File: config.mk
export PLATFORM = sky130hd
export DESIGN_NAME = ram_window_reader
export DESIGN_NICKNAME = d
export VERILOG_FILES = /design/src/rtl/conv_pkg.sv /design/src/rtl/window_index_counter.sv /design/src/rtl/ram_window_reader.sv
export SDC_FILE = /design/constraint.sdc
export NUM_CORES = 1
export LEC_CHECK = 0
export ABC_AREA = 1
export BUFFER_PORTS_ARGS = -buffer_cell sky130_fd_sc_hd__buf_2
export CORE_UTILIZATION = 45
export DETAILED_ROUTE_END_ITERATION = 10
export PLACE_DENSITY = 0.72
export SYNTH_ARGS = -nofsm -noshare
export SYNTH_HDL_FRONTEND = slang
export SYNTH_SLANG_ARGS = --single-unit
File: constraint.sdc
create_clock -name clk -period 2.85 [get_ports clk]
set_input_delay 0.1425 -clock clk [delete_from_list [all_inputs] [get_ports clk]]
set_output_delay 0.1425 -clock clk [all_outputs]
set_load 0.1 [all_outputs]
File: src/rtl/conv_pkg.sv
// Shared types and helpers for the convolution sample-RAM read path.
package conv_pkg;

  typedef enum logic [1:0] {
    IDLE  = 2'd0,
    RUN   = 2'd1,
    DRAIN = 2'd2,
    DONE  = 2'd3
  } state_t;

  localparam int unsigned DEF_N = 8;
  localparam int unsigned DEF_M = 6;
  localparam int unsigned DEF_K = 3;

  // Width of a tap index able to hold 0..k-1 (never narrower than one bit).
  function automatic int unsigned idx_width(input int unsigned k);
    return (k > 1) ? $clog2(k) : 1;
  endfunction

  // Number of windows for l samples and k taps; padding gives one window per sample.
  function automatic int unsigned win_count(input int unsigned l, input int unsigned k,
                                            input bit pad);
    if (pad)
      return l;
    else
      return (l >= k) ? (l - k + 1) : 0;
  endfunction

endpackage

File: src/rtl/window_index_counter.sv
// Base/tap index pair for a K-tap sliding window, with first/last-tap and last-window flags.
module window_index_counter
  import conv_pkg::*;
#(
  parameter int unsigned K  = DEF_K,
  parameter int unsigned BW = DEF_M,
  parameter int unsigned JW = idx_width(K)
) (
  input  logic          clk,
  input  logic          rst,
  input  logic          i_clr,
  input  logic          i_adv,
  input  logic [BW:0]   i_win,
  output logic [BW-1:0] o_b,
  output logic [JW-1:0] o_j,
  output logic          o_first_tap,
  output logic          o_last_tap,
  output logic          o_last_win
);

  logic [BW-1:0] r_b;
  logic [JW-1:0] r_j;

  always_ff @(posedge clk or posedge rst) begin
    if (rst) begin
      r_b <= '0;
      r_j <= '0;
    end else if (i_clr) begin
      r_b <= '0;
      r_j <= '0;
    end else if (i_adv) begin
      if (o_last_tap) begin
        r_j <= '0;
        r_b <= r_b + BW'(1);
      end else begin
        r_j <= r_j + JW'(1);
      end
    end
  end

  assign o_b         = r_b;
  assign o_j         = r_j;
  assign o_first_tap = (r_j == '0);
  assign o_last_tap  = (r_j == JW'(K - 1));
  assign o_last_win  = (((BW + 1)'(r_b) + (BW + 1)'(1)) == i_win);

endmodule

File: src/rtl/ram_window_reader.sv
// Sliding-window read sequencer for the convolution sample RAM, streaming taps to the MAC.
// Optional build macro ZERO_PAD_EN: one window per sample, out-of-range taps read as zero.
module ram_window_reader
  import conv_pkg::*;
#(
  parameter int unsigned N = DEF_N,
  parameter int unsigned M = DEF_M,
  parameter int unsigned K = DEF_K
) (
  input  logic         clk,
  input  logic         rst,
  input  logic         start,
  input  logic [M:0]   len,
  output logic         rd,
  output logic [M-1:0] adr,
  input  logic [N-1:0] ram_data,
  output logic [N-1:0] out_data,
  output logic         out_valid,
  input  logic         out_ready,
  output logic         out_first_tap,
  output logic         out_last_tap,
  output logic         out_last,
  output logic         busy,
  output logic         done
);

  localparam int unsigned LW = M + 1;
  localparam int unsigned JW = idx_width(K);
`ifdef ZERO_PAD_EN
  localparam bit PAD = 1'b1;
`else
  localparam bit PAD = 1'b0;
`endif

  state_t         r_state, w_state_nxt;
  logic [LW-1:0]  r_win, w_win_nxt, w_win_new;
  logic [M-1:0]   r_adr, w_adr_nxt, w_adr;
  logic [N-1:0]   r_out_data, w_data_nxt;
  logic           r_out_valid, w_valid_nxt;
  logic           r_first, w_first_nxt;
  logic           r_last_tap, w_last_tap_nxt;
  logic           r_last, w_last_nxt;
  logic           r_busy, w_busy_nxt;
  logic           r_done, w_done_nxt;
  logic           w_clr, w_fetch, w_rd;
  logic [M-1:0]   w_b;
  logic [JW-1:0]  w_j;
  logic           w_first_tap, w_last_tap, w_last_win;

  window_index_counter #(.K(K), .BW(M), .JW(JW)) u_idx (
    .clk         (clk),
    .rst         (rst),
    .i_clr       (w_clr),
    .i_adv       (w_fetch),
    .i_win       (r_win),
    .o_b         (w_b),
    .o_j         (w_j),
    .o_first_tap (w_first_tap),
    .o_last_tap  (w_last_tap),
    .o_last_win  (w_last_win)
  );

  assign w_win_new = LW'(win_count(32'(len), K, PAD));
  assign w_adr     = w_b + M'(w_j);

`ifdef ZERO_PAD_EN
  // Taps past the end of the sample set are padded rather than read.
  logic [LW-1:0] r_len, w_len_nxt, w_sum;
  logic          w_in_range;
  assign w_sum      = LW'(w_b) + LW'(w_j);
  assign w_in_range = (w_sum < r_len);
`endif

  // Next-state and next-output logic.
  always_comb begin
    w_state_nxt    = r_state;
    w_win_nxt      = r_win;
    w_adr_nxt      = r_adr;
    w_data_nxt     = r_out_data;
    w_valid_nxt    = r_out_valid;
    w_first_nxt    = r_first;
    w_last_tap_nxt = r_last_tap;
    w_last_nxt     = r_last;
    w_clr          = 1'b0;
    w_fetch        = 1'b0;
    w_rd           = 1'b0;
`ifdef ZERO_PAD_EN
    w_len_nxt      = r_len;
`endif
    unique case (r_state)
      IDLE: begin
        if (start) begin
          w_win_nxt = w_win_new;
`ifdef ZERO_PAD_EN
          w_len_nxt = len;
`endif
          if (w_win_new == '0) begin
            w_state_nxt = DONE;
          end else begin
            w_clr       = 1'b1;
            w_state_nxt = RUN;
          end
        end
      end
      RUN: begin
        if (!r_out_valid || out_ready) begin
          w_fetch = 1'b1;
`ifdef ZERO_PAD_EN
          if (w_in_range) begin
            w_rd       = 1'b1;
            w_adr_nxt  = w_adr;
            w_data_nxt = ram_data;
          end else begin
            w_data_nxt = '0;
          end
`else
          w_rd       = 1'b1;
          w_adr_nxt  = w_adr;
          w_data_nxt = ram_data;
`endif
          w_valid_nxt    = 1'b1;
          w_first_nxt    = w_first_tap;
          w_last_tap_nxt = w_last_tap;
          w_last_nxt     = w_last_tap && w_last_win;
          if (w_last_tap && w_last_win)
            w_state_nxt = DRAIN;
        end
      end
      DRAIN: begin
        if (out_ready) begin
          w_valid_nxt    = 1'b0;
          w_first_nxt    = 1'b0;
          w_last_tap_nxt = 1'b0;
          w_last_nxt     = 1'b0;
          w_state_nxt    = DONE;
        end
      end
      DONE: begin
        w_state_nxt = IDLE;
      end
      default: begin
        w_state_nxt = IDLE;
      end
    endcase
    w_busy_nxt = (w_state_nxt == RUN) || (w_state_nxt == DRAIN);
    w_done_nxt = (w_state_nxt == DONE);
  end

  always_ff @(posedge clk or posedge rst) begin
    if (rst) begin
      r_state     <= IDLE;
      r_win       <= '0;
      r_adr       <= '0;
      r_out_data  <= '0;
      r_out_valid <= 1'b0;
      r_first     <= 1'b0;
      r_last_tap  <= 1'b0;
      r_last      <= 1'b0;
      r_busy      <= 1'b0;
      r_done      <= 1'b0;
`ifdef ZERO_PAD_EN
      r_len       <= '0;
`endif
    end else begin
      r_state     <= w_state_nxt;
      r_win       <= w_win_nxt;
      r_adr       <= w_adr_nxt;
      r_out_data  <= w_data_nxt;
      r_out_valid <= w_valid_nxt;
      r_first     <= w_first_nxt;
      r_last_tap  <= w_last_tap_nxt;
      r_last      <= w_last_nxt;
      r_busy      <= w_busy_nxt;
      r_done      <= w_done_nxt;
`ifdef ZERO_PAD_EN
      r_len       <= w_len_nxt;
`endif
    end
  end

  // The RAM read port is combinational, so rd/adr are driven in the fetch cycle itself.
  assign rd            = w_rd;
  assign adr           = w_adr_nxt;
  assign out_data      = r_out_data;
  assign out_valid     = r_out_valid;
  assign out_first_tap = r_first;
  assign out_last_tap  = r_last_tap;
  assign out_last      = r_last;
  assign busy          = r_busy;
  assign done          = r_done;

endmodule

# Word-level counts from Yosys, hierarchy flattened
# Cells that the tools add are included.
[classes]
n_reduce_logical = 14
addsub = 6
eq_ne = 10
n_mux = 29
n_lt_le_gt_ge = 1
[op_table]
columns = ["cell", "count"]
rows = [
  ["6-bit 2-to-1 mux", 5],
  ["2-bit 2-to-1 mux", 8],
  ["2-bit equality test, second input constant", 5],
  ["1-bit 2-to-1 mux", 10],
  ["1-bit one-hot mux with 2 select lines", 4],
  ["2-bit one-hot mux with 4 select lines", 1],
  ["6-bit by 1-bit adder with 7-bit output, second input constant", 1],
  ["7-bit by 2-bit adder with 7-bit output, second input constant", 1],
  ["7-bit equality test", 1],
  ["7-bit by 2-bit >= comparator with 1-bit output, second input constant", 1],
  ["7-bit logical NOT", 1],
  ["7-bit 2-to-1 mux", 1],
  ["7-bit by 2-bit subtractor with 7-bit output, second input constant", 1],
  ["6-bit by 1-bit adder with 6-bit output, second input constant", 1],
  ["6-bit by 2-bit adder with 6-bit output", 1],
  ["2-bit AND reduction", 3],
  ["2-bit nonzero test", 3],
  ["2-bit by 1-bit equality test with 1-bit output, second input constant", 2],
  ["2-bit logical NOT", 2],
  ["2-bit != test, second input constant", 2],
  ["3-bit AND reduction", 1],
  ["2-bit by 1-bit adder with 2-bit output, second input constant", 1],
  ["1-bit logical OR", 2],
  ["1-bit logical AND", 1],
  ["1-bit logical NOT", 1],
]
[word_totals]
output_inout_bits = 21
register_bits = 37
wordCells = 72

# Depth between registers and ports, before layout
# Gate-level depths: netlist of the first run.
[logic_depth]
depth_word = 9
mapped_depth = 12

# By module
# A second synthesis of the first run with hierarchy kept.
[unflattened]
cells_unflattened = 265
area_unflattened_um2 = 2078.2
[modules_own_cells]
columns = ["module", "seq_area_each_um2", "instances", "cells_each", "area_each_um2"]
rows = [
  ["ram_window_reader", 725.7, 1, 175, 1500.2],
  ["window_index_counter", 200.2, 1, 90, 578.1],
]

# Worst setup path after synthesis of the first run
# OpenSTA, ideal clock, no wires.
[synth_timing]
kind = "reg2reg"
from = "register u_idx.r_b[0], in the netlist u_idx.o_b[0]"
to = "register r_adr[4]"
n_path_buf = 0
arrival_time_ns = 3.560
period_less_slack_ns = 3.913
slack_ns = -1.063
path_stages_with_launch = 7
cell_sequence = "dfrtp_1 -> ha_1 -> inv_1 -> fa_1 -> nor3_1 -> xor2_1 -> o21ai_0"
[synth_via]
elab_chain_cells = 3
[synth_rtl]
columns = ["element", "line_no", "rtl"]
rows = [
  ["start: declaration", "window_index_counter.sv:21", "logic [BW-1:0] r_b;"],
  ["start signal: assignment", "window_index_counter.sv:34", "r_b <= r_b + BW'(1);"],
  ["6-bit by 2-bit adder with 6-bit output", "ram_window_reader.sv:64", "assign w_adr = w_b + M'(w_j);"],
  ["6-bit 2-to-1 mux", "ram_window_reader.sv:106", "if (!r_out_valid || out_ready) begin"],
  ["6-bit 2-to-1 mux", "ram_window_reader.sv:90", "unique case (r_state)"],
  ["named net adr[4]", "ram_window_reader.sv:15", "output logic [M-1:0] adr,"],
  ["end signal: assignment", "ram_window_reader.sv:167", "r_adr <= w_adr_nxt;"],
  ["end: declaration", "ram_window_reader.sv:37", "logic [M-1:0] r_adr, w_adr_nxt, w_adr;"],
]
# The timed path passes the listed nets, and every way through them passes these cells.
# A chain may end at the register's enable or synchronous reset.

# Worst setup path in the final report of the first run
[layout_timing]
from = "register u_idx.r_b[0], in the netlist u_idx.o_b[0]"
to = "output adr[4]"
[layout_via]
elab_chain_cells = 3
[layout_rtl]
columns = ["element", "line_no"]
rows = [
  ["6-bit by 2-bit adder with 6-bit output", "ram_window_reader.sv:64"],
  ["6-bit 2-to-1 mux", "ram_window_reader.sv:106"],
  ["6-bit 2-to-1 mux", "ram_window_reader.sv:90"],
  ["end: declaration", "ram_window_reader.sv:15"],
]
# No other way between the ends.

==> results of run 1 <==
[worst max-delay path, delay by kind of cell, from the launching register on]
family	cells	cell delay (ns)
fa+ha+maj	2	0.62
xor+xnor	1	0.11
compound gates	1	0.14
simple gates	1	0.25
flops	1	0.52
buf+inv	2	0.51
[through the flow]
step | instances | cell area (sq um)
after global routing | 374 | 2540
after global placement | 365 | 2450
after detailed placement | 365 | 2450
final | 374 | 2540
after floorplan | 278 | 2200
after CTS | 374 | 2540
[final timing paths]
| check | startpoint | to | slack (ns) |
|---|---|---|---|
| hold reg to reg | r_adr[1] | r_adr[1] | 0.47 |
| max in group asynchronous | rst | r_adr[3] | 2.02 |
| min in group asynchronous | rst | out_data[2] | 0.50 |
| setup / recovery | u_idx.o_b[0] | adr[4] | 0.27 |
| setup reg to reg | u_idx.o_b[0] | busy | 0.81 |
| hold / removal | ram_data[4] | out_data[4] | 0.05 |
[logic make-up (layout without fill, tap and decap cells)]
group / count (synthesis) / count (layout)
compound gates: 31 / 31
xor+xnor: 6 / 6
fa+ha+maj: 7 / 7
buf+inv: 39 / 83
flops: 37 / 37
simple gates: 158 / 158
[cell usage after synthesis, types with 4 or more instances]
cell type / instances
a21boi_2: 4
inv_2: 8
nand3_1: 24
inv_1: 25
ha_1: 6
nor2_4: 5
nand4_1: 5
o21ai_0: 16
nor2_1: 10
a21oi_2: 4
nand2_1: 93
dfrtp_1: 37
xor2_1: 6
nand2_2: 10
[sequential cells by signal, indices dropped and copies added, names as in the netlist]
| register | flops |
|---|---|
| out_data | 8 |
| out_last_tap | 1 |
| done | 1 |
| r_win | 7 |
| u_idx.o_j | 2 |
| out_first_tap | 1 |
| out_valid | 1 |
| busy | 1 |
| r_state | 2 |
| r_adr | 6 |
| u_idx.o_b | 6 |
| out_last | 1 |
[power by group through the flow]
stage | Clock (mW) | Sequential [mW] | Combinational [mW]
global route | 0.372 | 0.925 | 1.97
floorplan | 0 | 1.29 | 1.12
CTS | 0.361 | 0.893 | 1.82
global placement | 0 | 0.898 | 1.80
detailed placement | 0 | 0.902 | 1.81
finish | 0.347 | 0.897 | 1.81
[layer usage]
metal | wire (um) | vias up | GRT usage
met5 | 0 | - | 0
li1 | - | 968 | -
met4 | 93 | 0 | 0.0806
met2 | 2030 | 49 | 0.318
met1 | 2180 | 829 | 0.259
met3 | 202 | 10 | 0.0422
[cell type report]
type,instances,share of cell area
Clock buffer,6,0.0285
Clock inverter,2,0.00394
Inverter,33,0.0487
Multi-Input combinational cell,202,0.443
Sequential cell,37,0.364
Tap cell,52,0.0256
Timing Repair Buffer,42,0.0866
==> metrics.txt, run 1 <==
Final Max Slew Viols 0; clk buf depth 2; mux cell area share after synthesis 0; pre-CTS setup slack ~0.6 ns; Port-buffer cells 39; Mapped Area 2180 sq um; GR Util All Layers 0.197; HPWL Detailed 3440 um; static leakage 1.36 nW; most common cell after layout, fill and taps aside nand2_1; Final Total Pwr 3.05 mW; share of the synthesized area in the top cell type 0.424; proportion of layout cells with a drive suffix above 1 0.283; Crit-path slowest cell dfrtp_1; Starting Density 0.484; Max IR drop VDD 0.000574 V; Seq pwr share 0.294; Synth Area in Compound Gates 0.0940; final net count 347; Post-CTS Resized 0; post-synthesis adder-cell area fraction 0.0436; clock latency at the later pin of the worst-skew pair between 0.2 and 0.3 ns; total of max-cap violations 0; # DRC 0; Post-Syn Area per Cell approximately 8 sq um; Clk pwr share 0.114; first-pass GRT wire length approximately 8000 um; DRT iter0 DRCs 67; part of the power in combinational logic 0.593; Post-Syn Instances 278; CP startpoint kind flip-flop; setup_tns 0 ns; Inserted Diodes 0; Post-Synth Simple-Gate Area 0.344; ys async rst share 1.00; Main synth FF type dfrtp_1; R2R depth 11; worst-path maximum fanout 8; post-synthesis cell type count 29; cell taking the most area after synthesis dfrtp_1; crit-path max cell delay 0.52 ns; antenna violations before repair 0; Rows 24; clock slew at reported path FFs 0.07 ns; Multi-input gate area 1130 sq um; internal power 1.29 mW; Core Util, Final 0.565; measured slew at the worst slew-check pin approximately 0.49 ns; Die Area between 5000 and 6000 sq um; Synth-to-Final Area Change 16.6%; vias in the first global route 1,786; hold path depth 3; core region area between 4000 and 5000 sq um; synth top area cells dfrtp_1 42%, nand2_1 16%, nand3_1 5.5%; H-tree Lvls 2; Die X 71.6 um; critical path class flip-flop to output pin; register area share after synthesis 0.424; Routed WL 4510 um; Worst Slack Setup Final 0.268 ns; CTS tree built; Hold WS 0.0480 ns; Switching Power 1.76 mW; largest family of logic cells by synthesized area simple AND/OR/NAND/NOR gates; Layout Skew around 0.0026 ns; Sw Share 0.576; gp weighted congestion around 0.89; routed vias/inst 4.96; Final Critical Period 2.58 ns; critical path arrival 2.44 ns; via count 1,856; CP cell instances ha_1 -> inv_1 -> fa_1 -> nor3_1 -> xor2_1 -> o21ai_2 -> buf_2; Hold Path Class input port to flip-flop; Worst EP required 2.71 ns; max_slew headroom 0.675; antenna viol nets, final 0; ratio of final minimum period to clock period 0.906; pin count of the biggest net entering global routing 38; Pre-Repair DR Iteration Count 4; Yosys reg bits 37; PwrDens 1200 nW/um^2; crit end category output pin; final hold violation count 0; grt ovf 0; number of flops mapped to enable cells by yosys 0; Syn Nets 304; Reg area 926 sq um; chip height ~70 um; fmax 0.387 GHz; Root Buffer clkbuf_8; Avg WL per Cell 12.0 um; most frequent cells in the layout 93 x nand2_1, 39 x buf_2, 37 x dfrtp_1, 25 x inv_1, 24 x nand3_1; final setup fails 0; synth warn 0; # fillers 449; clock sinks 37; unrepaired setup endpoints after global routing no; outcome complete, no violations; Hold-fix buffers, CTS 1; I/O pin count 40; total CTS buffers 5; Setup Fix Bufs, Post-CTS 0; Synth Area in XOR/XNOR 0.0241
No activity file was read; power rests on OpenSTA's default activity.
==> inputs of run 2 (changes only) <==
--- a/config.mk
+++ b/config.mk
@@ -5,11 +5,10 @@
 export SDC_FILE = /design/constraint.sdc
 export NUM_CORES = 1
 export LEC_CHECK = 0
-export ABC_AREA = 1
 export BUFFER_PORTS_ARGS = -buffer_cell sky130_fd_sc_hd__buf_2
 export CORE_UTILIZATION = 45
 export DETAILED_ROUTE_END_ITERATION = 10
-export PLACE_DENSITY = 0.72
+export PLACE_DENSITY = 0.73
 export SYNTH_ARGS = -nofsm -noshare
 export SYNTH_HDL_FRONTEND = slang
 export SYNTH_SLANG_ARGS = --single-unit
==> run 2 against run 1 <==
Effect of this change:
- register-to-register slack got worse by 0.14 ns
- clock skew rose by 0.0045 ns
- first-iteration DRC count fell by 37%
==> metrics.txt, run 2 <==
total of max-cap violations 0; chip height 67.9 um; gp weighted congestion 0.828; ys async rst share 1.00; Post-Syn Area per Cell just over 9 sq um; DRT iter0 DRCs 42; clock latency at the later pin of the worst-skew pair 0.29 ns; most common cell in the synthesized netlist nand2_1; core region area roughly 4000 sq um; dpl cells 300; Hold WS 0.0380 ns; final net count between 200 and 300; max_slew headroom 0.639; H-tree Lvls 2; final hold violation count 0; critical path class flip-flop to output pin; # fillers 400; Routed WL 3700 um; Pre-Repair DR Iteration Count 4; PwrDens 1050 nW/um^2; Hold Path Class input port to flip-flop; via count 1,572; setup_tns 0 ns; cell taking the most area after synthesis dfrtp_1; outcome complete, no violations; routed vias/inst 5.09; clock slew at reported path FFs 0.07 ns; I/O pin count 40; worst-path maximum fanout 6; Die Area 4600 sq um; Inserted Diodes 0; first-pass GRT wire length ~6300 um; hold path depth 3; Worst EP required 2.71 ns; pin count of the biggest net entering global routing 38; ratio of final minimum period to clock period 0.838; r2r setup slk 0.67 ns; Final Total Pwr around 2.4 mW; HPWL Detailed 2760 um; R2R depth 7; post-synthesis cell type count 40; Setup Fix Bufs, Post-CTS 0; clock sinks 37; most frequent cells after synthesis 52 x nand2_1, 37 x dfrtp_1, 22 x nor2_1; static leakage 1.10 nW; Mapped Area 1950 sq um; proportion of layout cells with a drive suffix above 1 0.228; Starting Density 0.478; final setup fails 0; Layout Skew 0.00712 ns; crit end category output pin; number of flops mapped to enable cells by yosys 0; Yosys reg bits 37; GR Util All Layers 0.186; register area share after synthesis 0.474; Synth-to-Final Area Change 17.9%; unrepaired setup endpoints after global routing no; Port-buffer cells 39; Post-Syn Instances between 200 and 250; share of the synthesized area in the top cell type 0.474; antenna viol nets, final 0; Die X 67.9 um; clk buf depth 2; most frequent cells in the layout 52 x nand2_1, 39 x buf_2, 36 x dfrtp_1, 22 x nor2_1; Max IR drop VDD around 0.00035 V; vias in the first global route 1,478; Final Max Slew Viols 0; CP startpoint kind flip-flop; grt ovf 0; Root Buffer clkbuf_8; Main synth FF type dfrtp_1; synth top area cells dfrtp_1 47%, nand2_1 10%, xnor2_1 4.9%; antenna violations before repair 0; synth warn 0; critical path arrival 2.25 ns; measured slew at the worst slew-check pin 0.534 ns; max reg flops 8; most common cell after layout, fill and taps aside nand2_1; Avg WL per Cell 12.0 um; Core Util, Final 0.563; Syn Nets between 200 and 250; Final Critical Period approximately 2.4 ns; total CTS buffers 5; final std cells w/o fill 309; Rows 23; fmax 0.419 GHz; CTS tree built; # DRC 0
[run 2: cell types whose count changed in the layout (fill, tap and decap cells not counted), moves of 3 or more]
cell	delta
o21ai_1	+3
inv_1	-16
nor2_4	-5
o21ai_2	-4
a21oi_1	+9
nand2_1	-41
a21boi_2	-4
nor2_1	+12
nand3_1	-16
xnor2_1	+11
o21ai_0	-6
a21oi_2	-4
nand2_2	-10
inv_2	-8
[run 2: cell type report]
cell class                 count  area [sq um]  area share
clock buffer                   6          72.6      0.0315
sequential                    37           927       0.403
multi-input combinational    161           952       0.414
tap                           50          62.6      0.0272
timing repair buffer          43           240       0.104
clock inverter                 2          10.0     0.00435
inverter                      10          37.5      0.0163
[run 2: through the flow]
stage	instance area [sq um]	setup slack, ns
floorplan	1960	-0.0478
global placement	2210	0.812
detailed placement	2210	0.703
CTS	2300	0.438
global route	2300	0.270
finish	2300	0.461
[run 2: what timing repair did]
item | CTS | global route
endpoints found under the hold margin | 37 | 0
hold buffers | 1 | 0
gates resized for setup | 0 | 0
[run 2: path summary, 6_finish.rpt]
path,startpoint,endpoint
setup / recovery,u_idx.o_b[0],adr[4]
hold / removal,ram_data[0],out_data[0]
setup reg to reg,u_idx.o_b[0],busy
hold reg to reg,r_adr[1],r_adr[1]
max in group asynchronous,rst,out_valid
min in group asynchronous,rst,done
[run 2: power by group]
group	total (mW)	switching [mW]	internal [mW]
Sequential	0.815	0.142	0.673
Clock	0.344	0.175	0.169
Combinational	1.26	0.947	0.313
Total	2.42	1.26	1.16
[run 2: metal layers]
| layer | up-vias | share of wire | global-route usage |
|---|---|---|---|
| li1 | 806 | - | - |
| met1 | 718 | 0.48 | 0.217 |
| met2 | 37 | 0.45 | 0.309 |
| met3 | 11 | 0.037 | 0.0500 |
| met4 | 0 | 0.034 | 0.102 |
| met5 | - | 0 | 0 |
[run 2: cell families (layout without fill, tap and decap cells)]
group,after synthesis,count (layout),share of synthesized area
and+or+nand+nor,98,98,0.220
AOI/OAI and AO/OA,37,37,0.128
DFF,37,37,0.474
xor gates and xnor gates,19,19,0.0891
buffers and inverters,17,61,0.0397
adders and majority gates,7,7,0.0487
[run 2: worst max-delay path: stages, from the launching register on]
cell     delay [ns]
dfrtp_1        0.49
ha_1           0.21
inv_1          0.05
fa_1           0.39
nor2_1         0.15
xnor2_1        0.08
o21ai_1        0.15
buf_2          0.44
